--- src/rtl/ps2_kbd_pkg.sv ---
// Shared constants, receiver state encoding and parity helper for the PS/2
// keyboard front end.
package ps2_kbd_pkg;

  localparam logic [7:0]  PS2_BREAK        = 8'hF0;
  localparam logic [7:0]  PS2_EXT          = 8'hE0;
  localparam logic [7:0]  SC_SPACE         = 8'h29;
  localparam logic [31:0] KBD_ADDR_DEFAULT = 32'h0000_0028;

  typedef enum logic [1:0] {
    IDLE   = 2'd0,
    DATA   = 2'd1,
    PARITY = 2'd2,
    STOP   = 2'd3
  } rx_state_t;

  // True when data plus parity bit carry an odd number of ones.
  function automatic logic odd_parity_ok(input logic [7:0] data, input logic par);
    return ^{data, par};
  endfunction

endpackage

--- src/rtl/ps2_kbd_mmio_writer_rx.sv ---
// PS/2 frame receiver: input synchronizers, ps2_clk glitch filter, 11-bit
// frame FSM with an in-frame inactivity watchdog.
module ps2_rx
  import ps2_kbd_pkg::*;
#(
  parameter int FILTER_LEN     = 4,
  parameter int TIMEOUT_CYCLES = 50000
) (
  input  logic       clk,
  input  logic       rst,
  input  logic       ps2_clk,
  input  logic       ps2_data,
  output logic       rx_stb,
  output logic [7:0] rx_byte,
  output logic       rx_err
);

  localparam int FW = $clog2(FILTER_LEN + 1);
  localparam int WW = $clog2(TIMEOUT_CYCLES + 1);
  localparam logic [FW-1:0] FILT_MAX = FW'(FILTER_LEN - 1);
  localparam logic [WW-1:0] WD_MAX   = WW'(TIMEOUT_CYCLES - 1);

  logic          clk_meta_r, clk_sync_r, data_meta_r, data_sync_r;
  logic          clk_filt_r, fall_stb_r;
  logic [FW-1:0] filt_cnt_r;

  rx_state_t     state_r, state_s;
  logic [2:0]    bit_cnt_r, bit_cnt_s;
  logic [7:0]    shift_r, shift_s;
  logic          par_r, par_s;
  logic [WW-1:0] wd_r, wd_s;
  logic          stb_r, stb_s, err_r, err_s;
  logic [7:0]    byte_r, byte_s;

  // Synchronizers and filter: a level change is taken only after FILTER_LEN stable cycles.
  always_ff @(posedge clk) begin
    if (rst) begin
      clk_meta_r  <= 1'b1;
      clk_sync_r  <= 1'b1;
      data_meta_r <= 1'b1;
      data_sync_r <= 1'b1;
      clk_filt_r  <= 1'b1;
      filt_cnt_r  <= {FW{1'b0}};
      fall_stb_r  <= 1'b0;
    end else begin
      clk_meta_r  <= ps2_clk;
      clk_sync_r  <= clk_meta_r;
      data_meta_r <= ps2_data;
      data_sync_r <= data_meta_r;
      fall_stb_r  <= 1'b0;
      if (clk_sync_r != clk_filt_r) begin
        if (filt_cnt_r == FILT_MAX) begin
          clk_filt_r <= clk_sync_r;
          filt_cnt_r <= {FW{1'b0}};
          fall_stb_r <= ~clk_sync_r;
        end else begin
          filt_cnt_r <= filt_cnt_r + FW'(1);
        end
      end else begin
        filt_cnt_r <= {FW{1'b0}};
      end
    end
  end

  // Frame state and registered strobes.
  always_ff @(posedge clk) begin
    if (rst) begin
      state_r   <= IDLE;
      bit_cnt_r <= 3'd0;
      shift_r   <= 8'h00;
      par_r     <= 1'b0;
      wd_r      <= {WW{1'b0}};
      stb_r     <= 1'b0;
      err_r     <= 1'b0;
      byte_r    <= 8'h00;
    end else begin
      state_r   <= state_s;
      bit_cnt_r <= bit_cnt_s;
      shift_r   <= shift_s;
      par_r     <= par_s;
      wd_r      <= wd_s;
      stb_r     <= stb_s;
      err_r     <= err_s;
      byte_r    <= byte_s;
    end
  end

  // Frame decoding on filtered falling edges, plus the watchdog.
  always_comb begin
    state_s   = state_r;
    bit_cnt_s = bit_cnt_r;
    shift_s   = shift_r;
    par_s     = par_r;
    wd_s      = wd_r;
    stb_s     = 1'b0;
    err_s     = 1'b0;
    byte_s    = byte_r;
    case (state_r)
      IDLE: begin
        if (fall_stb_r) begin
          if (!data_sync_r) begin
            state_s   = DATA;
            bit_cnt_s = 3'd0;
          end else begin
            err_s = 1'b1;
          end
        end else begin
          state_s = IDLE;
        end
      end
      DATA: begin
        if (fall_stb_r) begin
          shift_s = {data_sync_r, shift_r[7:1]};
          if (bit_cnt_r == 3'd7) begin
            state_s = PARITY;
          end else begin
            bit_cnt_s = bit_cnt_r + 3'd1;
          end
        end else begin
          state_s = DATA;
        end
      end
      PARITY: begin
        if (fall_stb_r) begin
          par_s   = data_sync_r;
          state_s = STOP;
        end else begin
          state_s = PARITY;
        end
      end
      STOP: begin
        if (fall_stb_r) begin
          state_s = IDLE;
          if (data_sync_r && odd_parity_ok(shift_r, par_r)) begin
            stb_s  = 1'b1;
            byte_s = shift_r;
          end else begin
            err_s = 1'b1;
          end
        end else begin
          state_s = STOP;
        end
      end
      default: begin
        state_s = IDLE;
      end
    endcase
    // A stalled frame is abandoned; the partial byte is simply never reported.
    if (state_r == IDLE || fall_stb_r) begin
      wd_s = {WW{1'b0}};
    end else if (wd_r == WD_MAX) begin
      wd_s    = {WW{1'b0}};
      err_s   = 1'b1;
      state_s = IDLE;
    end else begin
      wd_s = wd_r + WW'(1);
    end
  end

  assign rx_stb  = stb_r;
  assign rx_byte = byte_r;
  assign rx_err  = err_r;

endmodule

--- src/rtl/ps2_kbd_mmio_writer.sv ---
// Keyboard front end: decodes make/break sequences and publishes the held key
// into the memory-mapped keyboard word through a write/ack handshake.
module ps2_kbd_mmio_writer
  import ps2_kbd_pkg::*;
#(
  parameter logic [31:0] KBD_ADDR       = KBD_ADDR_DEFAULT,
  parameter int          FILTER_LEN     = 4,
  parameter int          TIMEOUT_CYCLES = 50000
) (
  input  logic        clk,
  input  logic        rst,
  input  logic        ps2_clk,
  input  logic        ps2_data,
  output logic        mem_we,
  output logic [31:0] mem_addr,
  output logic [31:0] mem_wdata,
  input  logic        mem_ack,
  output logic [7:0]  key_code,
  output logic        frame_err
);

  logic       rx_stb, rx_err;
  logic [7:0] rx_byte;

  logic       brk_r, brk_s, ext_r, ext_s;
  logic [7:0] key_r, key_s;
  logic       wr_s;
  logic [7:0] wval_s;
  logic       we_r;
  logic [31:0] wdata_r;

  ps2_rx #(
    .FILTER_LEN     (FILTER_LEN),
    .TIMEOUT_CYCLES (TIMEOUT_CYCLES)
  ) u_rx (
    .clk      (clk),
    .rst      (rst),
    .ps2_clk  (ps2_clk),
    .ps2_data (ps2_data),
    .rx_stb   (rx_stb),
    .rx_byte  (rx_byte),
    .rx_err   (rx_err)
  );

  // Make/break decoder; the extended prefix is tracked but never alters the key value.
  always_comb begin
    brk_s  = brk_r;
    ext_s  = ext_r;
    key_s  = key_r;
    wr_s   = 1'b0;
    wval_s = 8'h00;
    if (rx_err) begin
      brk_s = 1'b0;
      ext_s = 1'b0;
    end else if (rx_stb) begin
      if (rx_byte == PS2_BREAK) begin
        brk_s = 1'b1;
      end else if (rx_byte == PS2_EXT) begin
        ext_s = 1'b1;
      end else begin
        brk_s = 1'b0;
        ext_s = 1'b0;
        if (!brk_r) begin
          if (rx_byte != key_r) begin
            key_s  = rx_byte;
            wr_s   = 1'b1;
            wval_s = rx_byte;
          end else begin
            key_s = key_r;
          end
        end else begin
          if (rx_byte == key_r) begin
            key_s  = 8'h00;
            wr_s   = 1'b1;
            wval_s = 8'h00;
          end else begin
            key_s = key_r;
          end
        end
      end
    end else begin
      key_s = key_r;
    end
  end

  // Decoder flags, held key and the write request; a fresh write always wins over an ack.
  always_ff @(posedge clk) begin
    if (rst) begin
      brk_r   <= 1'b0;
      ext_r   <= 1'b0;
      key_r   <= 8'h00;
      we_r    <= 1'b0;
      wdata_r <= 32'h0000_0000;
    end else begin
      brk_r <= brk_s;
      ext_r <= ext_s;
      key_r <= key_s;
      if (wr_s) begin
        we_r    <= 1'b1;
        wdata_r <= {24'h00_0000, wval_s};
      end else if (we_r && mem_ack) begin
        we_r <= 1'b0;
      end else begin
        we_r <= we_r;
      end
    end
  end

  assign mem_we    = we_r;
  assign mem_addr  = KBD_ADDR;
  assign mem_wdata = wdata_r;
  assign key_code  = key_r;
  assign frame_err = rx_err;

endmodule
--- config.mk ---
export PLATFORM = sky130hd
export DESIGN_NAME = ps2_kbd_mmio_writer
export DESIGN_NICKNAME = d
export VERILOG_FILES = /design/src/rtl/ps2_kbd_pkg.sv /design/src/rtl/ps2_kbd_mmio_writer_rx.sv /design/src/rtl/ps2_kbd_mmio_writer.sv
export SDC_FILE = /design/constraint.sdc
export NUM_CORES = 1
export LEC_CHECK = 0
export ABC_AREA = 1
export BUFFER_PORTS_ARGS = -buffer_cell sky130_fd_sc_hd__buf_2
export CORE_UTILIZATION = 35
export DETAILED_ROUTE_END_ITERATION = 10
export GPL_TIMING_DRIVEN = 0
export SLEW_MARGIN = 20
export SYNTH_ARGS = -nofsm -noshare
export SYNTH_HDL_FRONTEND = slang
export SYNTH_HIERARCHICAL = 1
export SYNTH_SLANG_ARGS = --single-unit
--- constraint.sdc ---
create_clock -name clk -period 4.9 [get_ports clk]
set_input_delay 0.49 -clock clk [delete_from_list [all_inputs] [get_ports clk]]
set_output_delay 0.49 -clock clk [all_outputs]
set_load 0.02 [all_outputs]
==> results by group <==
Status
  • Status: complete, no violations

Timing
  • Worst hold slack: ~340 ps
  • RSZ-0062 raised after global routing: false
  • Tcrit/Tclk final: a little over two fifths
  • Fin Clk Skew: between 10 and 15 ps
  • Max-slew violations: 0
  • Final Critical Period: 2056 ps
  • Fmax: 486.4 MHz
  • Final setup viols: 0
  • Setup_tns: 0 ps
  • Final Hold Vio Count: 0

Power and ir drop
  • Psw: between 0.0002 and 0.0003 W
  • P_leak: roughly 2.2 nW
  • Power Total: between 0.001 and 0.0015 W
  • Clk pwr share: roughly two fifths
  • IR drop worst, VDD: 0.0001226 V
  • Int Pwr: 0.0008412 W
  • P per Cell Area: ~250 nW/um2
  • Sw Ratio: 23.14%
  • Combinational group share of total power: between 8 and 9%
  • Sequential power share: between 50% and 60%

Global route
  • Largest net degree at the start of global routing: 12
  • Vias in the first global route: 2760
  • Global-route wire length before repair: 11610 um
  • GRT Overall Usage: 12.79%
  • Total grt overflow: 0
  • Initial antenna violation count: 0

Layout
  • Final instance area: roughly 4400 um2
  • Fill count: around 1100
  • Most common cell after layout, fill and taps aside: nand2_1
  • Final core utilization: 42.77%
  • Ratio of cells with drive above 1 in the final layout: 21.98%
  • Final net count: 617
  • ANT cells: 0
  • Commonest non-fill, non-tap cells in the layout: nand2_1, dfxtp_1, inv_1
  • Layout area overhead: 18.34%

Critical path
  • Req. time, crit path: 5110 ps
  • Startpoint Class: flip-flop
  • RR Startpoint: u_rx/rx_byte[6]
  • Worst Setup SP: u_rx/rx_byte[6]
  • Critical path type: reg2reg
  • Worst setup EP type: flip-flop
  • CP arrival: roughly 2300 ps
  • Critical-path maximum fanout: 10

Clock network
  • Post_cts resized: 0
  • Clock Latency Late Sink: approximately 330 ps
  • Total clock sinks: 67
  • Cts bufs inserted: 9
  • CTS Buffer Depth: 2
  • Clk Tree Root Cell: clkbuf_8
  • Post-CTS setup repair buffer count: 0
  • Clock Pin Slew Worst Setup and Hold Paths: roughly 70 ps
  • TritonCTS clock tree: done
  • Hold-fix buffers, CTS: 0
  • H-tree levels: 3

Detailed routing
  • 1st-iter DRT viols: about 140
  • DRT Pass-1 Iters: 4
  • Vias/cell: about 4.1
  • DRT Wirelength: roughly 6700 um
  • Routed len/inst: just over 9 um
  • Detail Route Antenna Nets: 0
  • Drt drc: 0
  • Via Count: roughly 3100

Yosys
  • Top_reg_cell synth: dfxtp_1
  • Post-synthesis cell type count: 42
  • Synthesized flop and latch total: between 60 and 70
  • Cell Area, Synth: 3731 um2
  • Synth warn: 6
  • Number of flops mapped to enable cells by yosys: 0
  • Sequential fraction of the synthesis area: a little over a third
  • Syn Area/Cell: between 7 and 8 um2
  • Mapped Cells: approximately 500
  • FFs w/ async S/R, synth: 0%

Floorplan
  • Die H: 105.3 um
  • Floorplan core area: slightly above 10000 um2
  • DIE AREA: approximately 11000 um2
  • Ports: 79
  • Die width: between 100 and 150 um
  • Starting density of the core: a little over a third
  • Std cell rows: 37

Placed design
  • Gpl congestion: ~0.79
  • Post-DP HPWL: 5124 um
  • IO buf count: 22
  • DP Area: around 4200 um2

Min path
  • Worst Hold Launch: ps2_data
  • Class of the worst hold path: in2reg

Job
  • Max-cap violations: 0
==> power by group through the flow <==
| stage | Combinational, W | Clock [W] | Sequential, W |
|---|---|---|---|
| final | 0.0000891 | 0.000458 | 0.000547 |
| after global routing | 0.0000960 | 0.000502 | 0.000547 |
| after CTS | 0.0000879 | 0.000476 | 0.000547 |
| after detailed placement | 0.0000878 | 0 | 0.000560 |
| after global placement | 0.0000876 | 0 | 0.000559 |
| after floorplan | 0.0000823 | 0 | 0.000559 |
==> registers in the layout, indices dropped and copies added (netlist names) <==
name / count
u_rx/fall_stb_r: 1
u_rx/filt_cnt_r: 3
u_rx/clk_sync_r: 1
u_rx/par_r: 1
brk_r: 1
mem_we: 1
u_rx/rx_byte: 8
u_rx/clk_filt_r: 1
u_rx/shift_r: 8
key_code: 8
u_rx/data_meta_r: 1
u_rx/clk_meta_r: 1
u_rx/rx_err: 1
u_rx/rx_stb: 1
u_rx/wd_r: 16
mem_wdata: 8
u_rx/data_sync_r: 1
u_rx/bit_cnt_r: 3
u_rx/state_r: 2
==> final timing paths <==
kind | end | slack [ps] | cells after the start
setup / recovery | key_code[0] | 2840 | 11
hold / removal | u_rx/data_meta_r | 340 | 2
setup reg to reg | key_code[0] | 2840 | 11
hold reg to reg | u_rx/data_sync_r | 410 | 1
==> per-layer routing <==
metal | global-route usage [%] | up-vias | part of all wire (%)
met5 | 0 | - | 0
met4 | 3.924 | 0 | 0.43
met3 | 4.329 | 4 | 4.1
met2 | 22.18 | 58 | 49
met1 | 14.78 | 1326 | 46
li1 | - | 1669 | -
==> kinds of logic after synthesis <==
| logic type | count (synthesis) | share of synthesized area [%] |
|---|---|---|
| AND/OR/NAND/NOR | 223 | 26.56 |
| buffers and inverters | 130 | 19.78 |
| XOR/XNOR | 9 | 2.113 |
| flip-flops | 67 | 35.95 |
| adder cells (fa/ha/maj) | 11 | 3.689 |
| AO/OA/AOI/OAI | 72 | 11.70 |
| other | 2 | 0.2013 |
==> critical path: stages, from the launching register on <==
cell and delay (ps):
dfxtp_1 400, xnor2_1 140, nand2_1 80, nor2_1 110, nand2_2 150, ha_1 230, nor2_1 110, nand3_1 110
nor2_4 270, clkinv_2 180, nand2_1 100, a21oi_1 60
==> synthesized netlist by cell type (3+ instances only) <==
library cell  instances  area (um2)
o21ai_0              18       90.09
clkbuf_1              4       15.01
inv_2                 4       15.01
a31oi_1               3       18.77
nor3_1                3       15.01
nor2_4                3       33.78
nand4_1               5       31.28
buf_4                57       427.9
nand2_1             117       439.2
inv_1                58       217.7
o21bai_1              8       60.06
xnor2_1               6       52.55
nor2_1               57       214.0
a21oi_2               9       78.83
or2_2                 5       31.28
nand2_2               6       37.54
ha_1                 11       137.6
xor2_1                3       26.28
a21oi_1              31       155.2
nand3_1              14       70.07
dfxtp_1              67        1341
==> per-stage QoR <==
step / std cells / worst slack [ps]
2_1_floorplan: 568 / 3067
3_3_place_gp: 726 / 2879
3_5_place_dp: 726 / 2853
4_1_cts: 741 / 2815
5_1_grt: 741 / 2610
6_report: 741 / 2844
==> layout make-up <==
class	count	area [um2]	share of cell area [%]
clock buffers	11	151.4	3.429
repair buffers	22	110.1	2.494
well taps	136	170.2	3.854
plain buffers	66	496.7	11.25
inverters	64	241.5	5.469
flip-flops and latches	67	1341	30.38
clock inverters	4	50.05	1.133
multi-input cells	371	1854	41.99
(Power assumes the default switching activity.)
